==> src/rtl/inst_fetch_ctrl.sv <==
// Fetch sequencer: owns the PC, reads the instruction ROM into the IR, and applies decode redirects.
// Optional FETCH_CNT_EN adds a fetch_cnt output counting consumed instructions.
module inst_fetch_ctrl #(
    parameter logic [31:0] RESET_PC  = 32'h0000_0000,
    parameter int          ROM_WORDS = 32
) (
    input  logic        clk,
    input  logic        rst_n,
    input  logic        start,
    input  logic        stall,
    output logic [31:0] rom_addr,
    input  logic [31:0] rom_inst,
    output logic [31:0] ir,
    output logic [31:0] ir_pc,
    output logic        ir_valid,
    input  logic        ir_ready,
    input  logic        br_taken,
    input  logic [15:0] br_offset,
    input  logic        jmp_valid,
    input  logic [25:0] jmp_target,
`ifdef FETCH_CNT_EN
    output logic [31:0] fetch_cnt,
`endif
    output logic        halted
);

    localparam logic [31:0] WIN_END = 32'(ROM_WORDS * 4);

    typedef enum logic [1:0] {IDLE, RUN, DONE} state_t;

    state_t      state;
    logic [31:0] pc;
    logic        fire, redirect, active, take, in_window;
    logic [31:0] pc_plus4, br_target, jmp_addr, target;

    assign rom_addr  = pc;
    assign fire      = ir_valid & ir_ready;
    assign redirect  = fire & (br_taken | jmp_valid);
    assign pc_plus4  = ir_pc + 32'd4;
    assign br_target = pc_plus4 + {{14{br_offset[15]}}, br_offset, 2'b00};
    assign jmp_addr  = {pc_plus4[31:28], jmp_target, 2'b00};
    assign target    = jmp_valid ? jmp_addr : br_target;
    // The start edge itself already fetches, so the first word appears one edge after start.
    assign active    = (state == RUN) | ((state == IDLE) & start);
    assign take      = active & (!ir_valid | fire);
    assign in_window = pc < WIN_END;

    always_ff @(posedge clk or negedge rst_n) begin
        if (!rst_n) begin
            state    <= IDLE;
            pc       <= RESET_PC;
            ir       <= 32'h0;
            ir_pc    <= 32'h0;
            ir_valid <= 1'b0;
            halted   <= 1'b0;
        end else begin
            halted <= !redirect & (state == DONE) & !ir_valid;
            if (redirect) begin
                pc       <= target;
                ir_valid <= 1'b0;
                state    <= RUN;
            end else if (!stall || state == IDLE) begin
                if (state == IDLE && start)
                    state <= RUN;
                if (take) begin
                    if (in_window) begin
                        ir       <= rom_inst;
                        ir_pc    <= pc;
                        pc       <= pc + 32'd4;
                        ir_valid <= 1'b1;
                    end else begin
                        ir_valid <= 1'b0;
                        state    <= DONE;
                    end
                end else if (state == DONE && fire) begin
                    ir_valid <= 1'b0;
                end
            end
        end
    end

`ifdef FETCH_CNT_EN
    // A redirecting fire may coincide with stall; it still consumes an instruction.
    always_ff @(posedge clk or negedge rst_n) begin
        if (!rst_n)
            fetch_cnt <= 32'h0;
        else if (fire && (redirect || !stall))
            fetch_cnt <= fetch_cnt + 32'd1;
    end
`endif

endmodule
==> config.mk <==
export PLATFORM = sky130hd
export DESIGN_NAME = inst_fetch_ctrl
export DESIGN_NICKNAME = d
export VERILOG_FILES = /design/src/rtl/inst_fetch_ctrl.sv
export SDC_FILE = /design/constraint.sdc
export NUM_CORES = 1
export LEC_CHECK = 0
export ABC_AREA = 1
export CORE_ASPECT_RATIO = 1.1
export CORE_MARGIN = 5
export CORE_UTILIZATION = 51
export DETAILED_ROUTE_END_ITERATION = 6
export GPL_TIMING_DRIVEN = 1
export MAX_ROUTING_LAYER = met4
export PLACE_DENSITY = 0.87
export REMOVE_ABC_BUFFERS = 1
export SYNTH_ARGS = -nofsm -noshare
export SYNTH_HDL_FRONTEND = slang
export SYNTH_SLANG_ARGS = --single-unit
==> constraint.sdc <==
create_clock -name clk -period 3.31 [get_ports clk]
set_clock_uncertainty 0.1 [all_clocks]
set_input_delay 0.662 -clock clk [delete_from_list [all_inputs] [get_ports clk]]
set_output_delay 0.662 -clock clk [all_outputs]
set_load 0.05 [all_outputs]
==> results.json, run 1 <==
{
  "status": "completed",
  "synth_top_family_by_area": "simple AND/OR/NAND/NOR gates",
  "grt_usage": 0.261,
  "drive_gt1_frac": 0.0650,
  "final_cell_area_um2": 9750,
  "synthTopCellsByCount": "379 x nand2_1, 184 x inv_1, 116 x nor2_1",
  "portBuffers": 178,
  "hpwlAfterDp_um": 16800,
  "placed_area_um2": 9350,
  "cp-start-kind": "register",
  "die_y_um": 136,
  "cp_cell_sequence": "ha_1, inv_1, nor4_4, nand2_1, xor2_1, inv_1, ha_1, nand2_1, nor2_1, and2_1, nand3_1, nand4_1, nand3_1, nand2_1, nand2_1",
  "antenna_found_initial": 0,
  "cts-root-buf": "clkbuf_16",
  "async_reset_ff_frac": 1.00,
  "grt_pass1_vias": 7260,
  "crit_path_max_incr_delay_ns": 0.42,
  "die-area_um2": 16900,
  "setup_viol": 0,
  "power_density_nw_per_um2": 264,
  "cap_viol_max_count": 0,
  "grt_pass1_wl_um": 35100,
  "synth.most_common_cell": "nand2_1",
  "remaining_drc_errors": 0,
  "crit_path_end_kind": "register",
  "synthXorXnorAreaFrac": 0.0443,
  "core_area_um2": 14300,
  "syn_avg_cell_area_um2": 6.64,
  "leakage_nw": 5.29,
  "gp_routability_congestion": 0.964,
  "clk_pin_slew_ns": 0.08,
  "drtPass1Iterations": 5,
  "cts_htree_levels": 3,
  "synth_fa_ha_area_frac": 0.0643,
  "io_pins": 179,
  "finalMaxSlewViolations": 0,
  "initial_core_util": 0.513,
  "chipWidth_um": 124,
  "tns_ns": 0,
  "drtAntennaViolNets": 0,
  "synth-simple-area-share": 0.345,
  "yosys_register_bits": 100,
  "critPathArrivalTime_ns": 3.29,
  "avgViaCountPerCell": 5.03,
  "clkLatencyLatePin_ns": 0.36,
  "ys_warn_count": 0,
  "crit_slowest_cell": "dfrtp_1",
  "synth_compound_area_frac": 0.0865,
  "synthMuxAreaShare": 0,
  "cts_buffers": 9,
  "worst_slew_pin_slew_ns": 1.06,
  "crit_family": "simple AND/OR/NAND/NOR gates",
  "yosysSeqAreaShare": 0.342,
  "min_period_ns": 3.13,
  "hp-class": "in -> async",
  "globalRouteOverflowTotal": 0,
  "vias": 7463,
  "finalHoldViolCount": 0,
  "grt_max_degree": 83,
  "cts_tree": "done",
  "ir_drop_mv": 0.302,
  "power.total_mw": 2.58,
  "fin_nets": 1406,
  "synth_area_leaders": "dfrtp_1 34%, nand2_1 19%, inv_1 9.4%, ha_1 6.2%, nor2_1 5.9%",
  "diodes": 0,
  "path_buf_inv": 2,
  "rsz0062_at_grt": "true",
  "r2r_slack_ns": 0.18,
  "synthesis.area_um2": 7320,
  "finalCritPeriodShare": 0.947,
  "synthCells": 1103,
  "wl_per_cell_um": 14.4,
  "critPathKind": "reg -> reg",
  "fmax_mhz": 319,
  "synth_top_area_cell": "dfrtp_1",
  "worstPathMaxFanout": 4,
  "synth_cell_type_count": 40,
  "fill_cells": 1278,
  "synth_flop_cell": "dfrtp_1",
  "relSlewSlack": 0.294,
  "cp_data_required_time_ns": 3.46,
  "cts_buffer_depth": 2,
  "wirelength_um": 21300,
  "fin_util": 0.683,
  "syn_to_final_growth_pct": 33.2,
  "drt_iter0_drc": 495,
  "synth_edf_count": 0,
  "rows": 46,
  "cpMostUsedCell": "nand2_1",
  "synth_top_area_share": 0.342,
  "clock-sinks": 100
}
cell type report:
class,count,area (um2),share of cell area
multi-input combinational,792,4050,0.415
tap,192,240,0.0246
clock buffer,9,225,0.0231
timing repair buffer,198,1950,0.200
sequential,100,2510,0.257
inverter,187,702,0.0720
clock inverter,7,73.8,0.00757
worst paths after layout:
check,startpoint,to,depth (start not counted)
setup reg to reg,ir_pc[3],rom_addr[26],15
hold / removal,rst_n,rom_addr[29],1
setup / recovery,ir_pc[3],rom_addr[26],15
min in group clk,ir[25],ir[25],2
hold reg to reg,ir[25],ir[25],2
max in group asynchronous,rst_n,ir[11],2
metal layers:
layer  wire, um  share of wire  GRT usage  vias up
li1           -              -          -     3778
met1       9060           0.42      0.322     3388
met2      10300           0.48      0.433      261
met3       1470          0.069     0.0497       36
met4        533          0.025     0.0914        0
met5          0              0          -        -
registers in the layout, summed over array words and instances (netlist names):
signal    cells
state         2
ir_valid      1
halted        1
rom_addr     32
ir           32
ir_pc        32
cells in the final DEF (no fill, tap or decap), types with 3 or more instances in the layout:
master / instances
o21ai_0: 25
nand2_2: 5
xnor2_1: 15
nor3_2: 6
nor2_2: 3
o21ai_1: 31
xor2_1: 21
nor3_1: 6
o21bai_1: 5
nand4_1: 11
a21oi_1: 30
dfrtp_2: 3
nor2_4: 4
inv_2: 3
o21ai_2: 11
ha_1: 35
nand3_1: 62
o211ai_1: 3
nor4_4: 3
dfrtp_1: 97
buf_4: 19
clkbuf_16: 9
nor4_1: 3
nor2_1: 113
inv_1: 184
nand2_1: 379
clkdlybuf4s50_1: 177
stage by stage:
step,hold WS (ns),setup slack [ns],std cells
detailed placement,0.371,0.118,1468
floorplan,0.266,0.224,1079
global placement,0.364,0.0847,1468
global route,0.413,-0.0766,1485
CTS,0.388,0.109,1484
finish,0.311,0.177,1485
cell families after synthesis:
group | count (synthesis)
AND/OR/NAND/NOR | 608
buffers and inverters | 211
AO/OA/AOI/OAI | 110
flip-flops | 100
XOR/XNOR | 37
adder cells (fa/ha/maj) | 37
worst register-to-register path, delay by kind of cell, from the launching register on:
| kind | cells | cell delay [ns] |
|---|---|---|
| simple gates | 10 | 1.63 |
| fa+ha+maj | 2 | 0.58 |
| flops | 1 | 0.42 |
| buf+inv | 2 | 0.15 |
| xor+xnor | 1 | 0.14 |
where the power goes:
part	total [mW]	internal, mW	switching (mW)
registers	1.22	1.22	0
clock network	1.09	0.591	0.496
logic	0.268	0.129	0.138
repair_timing:
item / CTS / global route
gates resized for setup: 0 / 20
hold buffers: 0 / 0
endpoints found under the setup margin: 0 / 10
setup buffers: 0 / 1
No activity file was read; power rests on OpenSTA's default activity.
==> run 2, diff against run 1 <==
REMOVE_ABC_BUFFERS = not set   (was 1)
==> run 2 against run 1 <==
Against the previous run: die area did not move; utilization grew 0.47 points; fmax up 0.64%; final cell count grew 0.27%; sequential share of layout area fell by 0.16 points; cell area increased by 0.69%; routed wire length up 3.0%; register-to-register slack better by 0.02 ns; setup slack better by 0.020 ns; power decreased by 0.35%; non-clock buffer count rose by 4; count of clock-buffer cells in the layout stayed put; largest power group unchanged.
==> results.json, run 2 (synthesis results as in run 1) <==
{
  "status": "completed",
  "grt_pass1_wl_um": 35200,
  "die_y_um": 136,
  "min_period_ns": 3.11,
  "finalHoldViolCount": 0,
  "power.total_mw": 2.57,
  "cts_buffers": 9,
  "ff2ff_path_depth": 18,
  "fin_nets": 1410,
  "setup_viol": 0,
  "cts_htree_levels": 3,
  "r2r_slack_ns": 0.20,
  "fin_util": 0.688,
  "tns_ns": 0,
  "rows": 46,
  "crit_path_max_incr_delay_ns": 0.42,
  "fmax_mhz": 321,
  "finalCritPeriodShare": 0.940,
  "fin_hold_ws_ns": 0.205,
  "worstPathMaxFanout": 4,
  "core_area_um2": 14300,
  "critPathArrivalTime_ns": 3.27,
  "grt_usage": 0.265,
  "synthesis.nets": 1221,
  "finalMaxSlewViolations": 0,
  "drtPass1Iterations": 5,
  "r2r-end": "rom_addr[23]",
  "clk_pin_slew_ns": 0.08,
  "worst_slew_pin_slew_ns": 0.624,
  "hp-class": "in -> async",
  "antenna_found_initial": 0,
  "initial_core_util": 0.513,
  "drive_gt1_frac": 0.0756,
  "cp_cell_sequence": "ha_1, nand2_1, nor2_2, xor2_1, inv_1, ha_1, nand2_1, inv_1, nand2_1, nand2_1, a21oi_1, nand2_1, nand3_1, nand2_1, nand2_1, nand3_1, nand2_1, nand2_1",
  "wirelength_um": 22000,
  "grt_pass1_vias": 7176,
  "leakage_nw": 5.32,
  "grt_max_degree": 104,
  "cts_tree": "done",
  "ir_drop_mv": 0.259,
  "chipWidth_um": 124,
  "portBuffers": 178,
  "vias": 7572,
  "avgViaCountPerCell": 5.09,
  "clock-sinks": 100,
  "final_common_cell": "nand2_1",
  "remaining_drc_errors": 0,
  "diodes": 0,
  "cp-start-kind": "register",
  "timing.rr.start": "ir_pc[3]",
  "hpwlAfterDp_um": 17400,
  "rsz0062_at_grt": "true",
  "final_cell_mix": "375 x nand2_1, 184 x inv_1, 177 x clkdlybuf4s50_1",
  "die-area_um2": 16900,
  "critPathKind": "reg -> reg",
  "drtAntennaViolNets": 0,
  "syn_to_final_growth_pct": 34.1,
  "io_pins": 179,
  "dp_slack_ns": -0.0779,
  "clkLatencyLatePin_ns": 0.36,
  "globalRouteOverflowTotal": 0,
  "fill_cells": 1257,
  "relSlewSlack": 0.584,
  "cts_buffer_depth": 2,
  "wl_per_cell_um": 14.7,
  "setup_ws_ns": 0.197,
  "power_density_nw_per_um2": 261,
  "cpMostUsedCell": "nand2_1",
  "crit_slowest_cell": "dfrtp_1",
  "crit_path_end_kind": "register",
  "cts-root-buf": "clkbuf_16",
  "drt_iter0_drc": 527,
  "gp_routability_congestion": 0.979,
  "cap_viol_max_count": 0,
  "cp_data_required_time_ns": 3.47
}
## run 2: cell types whose count changed in the layout (fill, tap and decap cells not counted), moves of 3 or more
cell     before  now
inv_8         0    3
a21oi_2       1    5
nor3_2        6    2
nand2_1     379  375
a21oi_1      30   26
buf_4        19   22
nand2_2       5    9
## run 2: critical path: cells and delay by family, from the launching register on
kind	cells	cell delay [ns]
AND/OR/NAND/NOR	12	1.39
adder cells (fa/ha/maj)	2	0.67
flip-flops	1	0.42
XOR/XNOR	1	0.19
AO/OA/AOI/OAI	1	0.13
buffers and inverters	2	0.12
## run 2: worst max-delay path by stage
| stage | slack (ns) | end | depth (start not counted) | from |
|---|---|---|---|---|
| 2_1_floorplan | 0.25 | rom_addr[25] | 17 | ir_pc[3] |
| 3_3_place_gp | -0.12 | rom_addr[25] | 17 | ir_pc[3] |
| 3_5_place_dp | -0.08 | rom_addr[25] | 17 | ir_pc[3] |
| 4_1_cts | 0.02 | rom_addr[25] | 17 | ir_pc[3] |
| 5_1_grt | -0.05 | rom_addr[28] | 18 | ir_pc[3] |
| 6_report | 0.20 | rom_addr[23] | 18 | ir_pc[3] |
## run 2: per-stage QoR
step           cells  instance area, um2
6_report        1489                9820
5_1_grt         1489                9820
4_1_cts         1484                9670
3_5_place_dp    1468                9360
3_3_place_gp    1468                9360
2_1_floorplan   1103                7320
## run 2: routing by layer
metal	vias to the layer above	GRT usage	share of wire	routed length, um
met2	267	0.417	0.47	10300
met3	46	0.0564	0.072	1590
met5	-	-	0	0
li1	3785	-	-	-
met4	0	0.0981	0.028	618
met1	3474	0.338	0.43	9420
## run 2: area by class of cell
cell class	count	area [um2]	area share
Clock buffer	9	225	0.0229
Inverter	187	702	0.0715
Clock inverter	7	73.8	0.00752
Sequential cell	100	2510	0.255
Tap cell	192	240	0.0245
Timing Repair Buffer	202	2000	0.203
Multi-Input combinational cell	792	4070	0.415
## run 2: repair_timing
item	4_1_cts	5_1_grt
gates cloned	0	0
pin swaps	0	10
hold endpoints to repair	0	0
endpoints found under the setup margin	1	12
hold buffers	0	0
resized for setup	3	28
setup buffers	0	5
## run 2: power by group
group	total, mW	switching [mW]	internal [mW]
combinational	0.277	0.144	0.133
sequential	1.22	0	1.22
clock	1.07	0.534	0.535
total	2.57	0.677	1.89
==> run 3, diff against run 2 <==
MAX_ROUTING_LAYER = not set   (was met4)
==> run 3 against run 2 <==
Against the previous run: sequential share of layout area rose by 0.20 points; combinational power barely moved; sequential power barely moved; worst hold slack improved by 0.075 ns; cell area fell by 0.73%; largest cell class unchanged; largest power group unchanged; highest routed layer unchanged.
==> results.json, run 3 (synthesis results as in run 1) <==
{
  "status": "completed",
  "crit_path_end_kind": "register",
  "cp_data_required_time_ns": 3.46,
  "hpwlAfterDp_um": 17000,
  "cts_tree": "done",
  "rows": 46,
  "cp_cell_sequence": "nand2_1, nor2_1, nand3_1, nor4_1, xnor2_1, inv_1, ha_1, nand2_1, nand2_1, inv_1, nand2_1, o21bai_1, nor2_1, nand2_1, nand2_1, nand3_1, nand2_1, nand2_1",
  "cts_buffer_depth": 2,
  "timing.rr.start": "ir_pc[9]",
  "drive_gt1_frac": 0.0676,
  "instances_no_fill": 1479,
  "portBuffers": 178,
  "critPathArrivalTime_ns": 3.24,
  "drtPass1Iterations": 5,
  "globalRouteOverflowTotal": 0,
  "fin_nets": 1400,
  "gp_routability_congestion": 0.959,
  "power_density_nw_per_um2": 264,
  "relSlewSlack": 0.475,
  "cts_buffers": 9,
  "hp-class": "in -> async",
  "power.total_mw": 2.57,
  "rsz0062_at_grt": "true",
  "worst_slew_pin_slew_ns": 0.788,
  "crit_slowest_cell": "dfrtp_1",
  "critPathKind": "reg -> reg",
  "core_area_um2": 14300,
  "fmax_mhz": 324,
  "cp-start-kind": "register",
  "min_period_ns": 3.08,
  "final_cell_mix": "375 x nand2_1, 184 x inv_1, 177 x clkdlybuf4s50_1",
  "r2r_slack_ns": 0.23,
  "antenna_found_initial": 0,
  "wirelength_um": 21500,
  "leakage_nw": 5.27,
  "route.met2.wl_um": 9930,
  "clock-sinks": 100,
  "cts_htree_levels": 3,
  "path_buf_inv": 2,
  "dp_slack_ns": 0.0576,
  "final_common_cell": "nand2_1",
  "cap_viol_max_count": 0,
  "worstPathMaxFanout": 5,
  "finalCritPeriodShare": 0.932,
  "vias": 7452,
  "wl_met3_um": 1680,
  "syn_to_final_growth_pct": 33.1,
  "setup_ws_ns": 0.225,
  "grt_pass1_vias": 7041,
  "routed.top_layer": "met4",
  "cpMostUsedCell": "nand2_1",
  "crit_start": "ir_pc[9]",
  "crit_path_max_incr_delay_ns": 0.44,
  "cts-root-buf": "clkbuf_16",
  "synthesis.nets": 1221,
  "m1WireLength_um": 9360,
  "remaining_drc_errors": 0,
  "holdBufCountCts": 0,
  "drtAntennaViolNets": 0,
  "die_y_um": 136,
  "finalHoldViolCount": 0,
  "initial_core_util": 0.513,
  "ir_drop_mv": 0.193,
  "avgViaCountPerCell": 5.04,
  "chipWidth_um": 124,
  "io_pins": 179,
  "clkLatencyLatePin_ns": 0.36,
  "grt_usage": 0.254,
  "dpl.cell_count": 1460,
  "crit_family": "simple AND/OR/NAND/NOR gates",
  "diodes": 0,
  "drt_iter0_drc": 520,
  "fill_cells": 1274,
  "setup_viol": 0,
  "wl_per_cell_um": 14.5,
  "grt_max_degree": 104,
  "die-area_um2": 16900,
  "finalMaxSlewViolations": 0,
  "clk_pin_slew_ns": 0.07,
  "grt_pass1_wl_um": 35100
}
-- run 3: cell types whose count changed in the layout (fill, tap and decap cells not counted), moves of 3 or more --
cell	previous run	this run
buf_4	22	11
a21oi_1	26	30
a21oi_2	5	1
nor2_1	111	108
nor2_2	5	8
nor3_1	8	5
nor3_2	2	5
-- run 3: area by class of cell --
cell class,instances,area [um2],share of cell area
clock buffers,9,225,0.0231
flip-flops and latches,100,2510,0.257
clock inverters,7,76.3,0.00783
multi-input cells,792,4060,0.416
well taps,192,240,0.0247
inverters,187,702,0.0720
repair buffers,192,1930,0.199
-- run 3: path summary, 6_finish.rpt --
| path | to | cells past startpoint |
|---|---|---|
| min | rom_addr[21] | 1 |
| max reg2reg | rom_addr[27] | 18 |
| min in group clk | ir[17] | 2 |
| max | rom_addr[27] | 18 |
| max in group asynchronous | ir_pc[2] | 2 |
| min reg2reg | ir[17] | 2 |
-- run 3: stage by stage --
stage / TNS, ns / area [um2] / utilization / hold slack, ns
floorplan: 0 / 7320 / - / 0.266
global placement: 0 / 9310 / 0.652 / 0.365
detailed placement: 0 / 9310 / 0.652 / 0.376
CTS: 0 / 9610 / 0.674 / 0.301
global route: -0.0234 / 9740 / 0.683 / 0.347
finish: 0 / 9740 / 0.683 / 0.280
-- run 3: what timing repair did --
| item | in CTS | in global routing |
|---|---|---|
| setup buffers | 0 | 3 |
| setup endpoints to repair | 0 | 14 |
| hold endpoints to repair | 0 | 0 |
| resized for setup | 0 | 31 |
-- run 3: report_power, final --
part,switching (mW),internal [mW]
clock,0.538,0.538
combinational,0.143,0.133
sequential,0,1.22
total,0.681,1.89
-- run 3: metal layers --
metal | vias to the layer above | GRT usage
li1 | 3769 | -
met1 | 3369 | 0.342
met2 | 277 | 0.408
met3 | 37 | 0.0572
met4 | 0 | 0.0840
met5 | - | 0
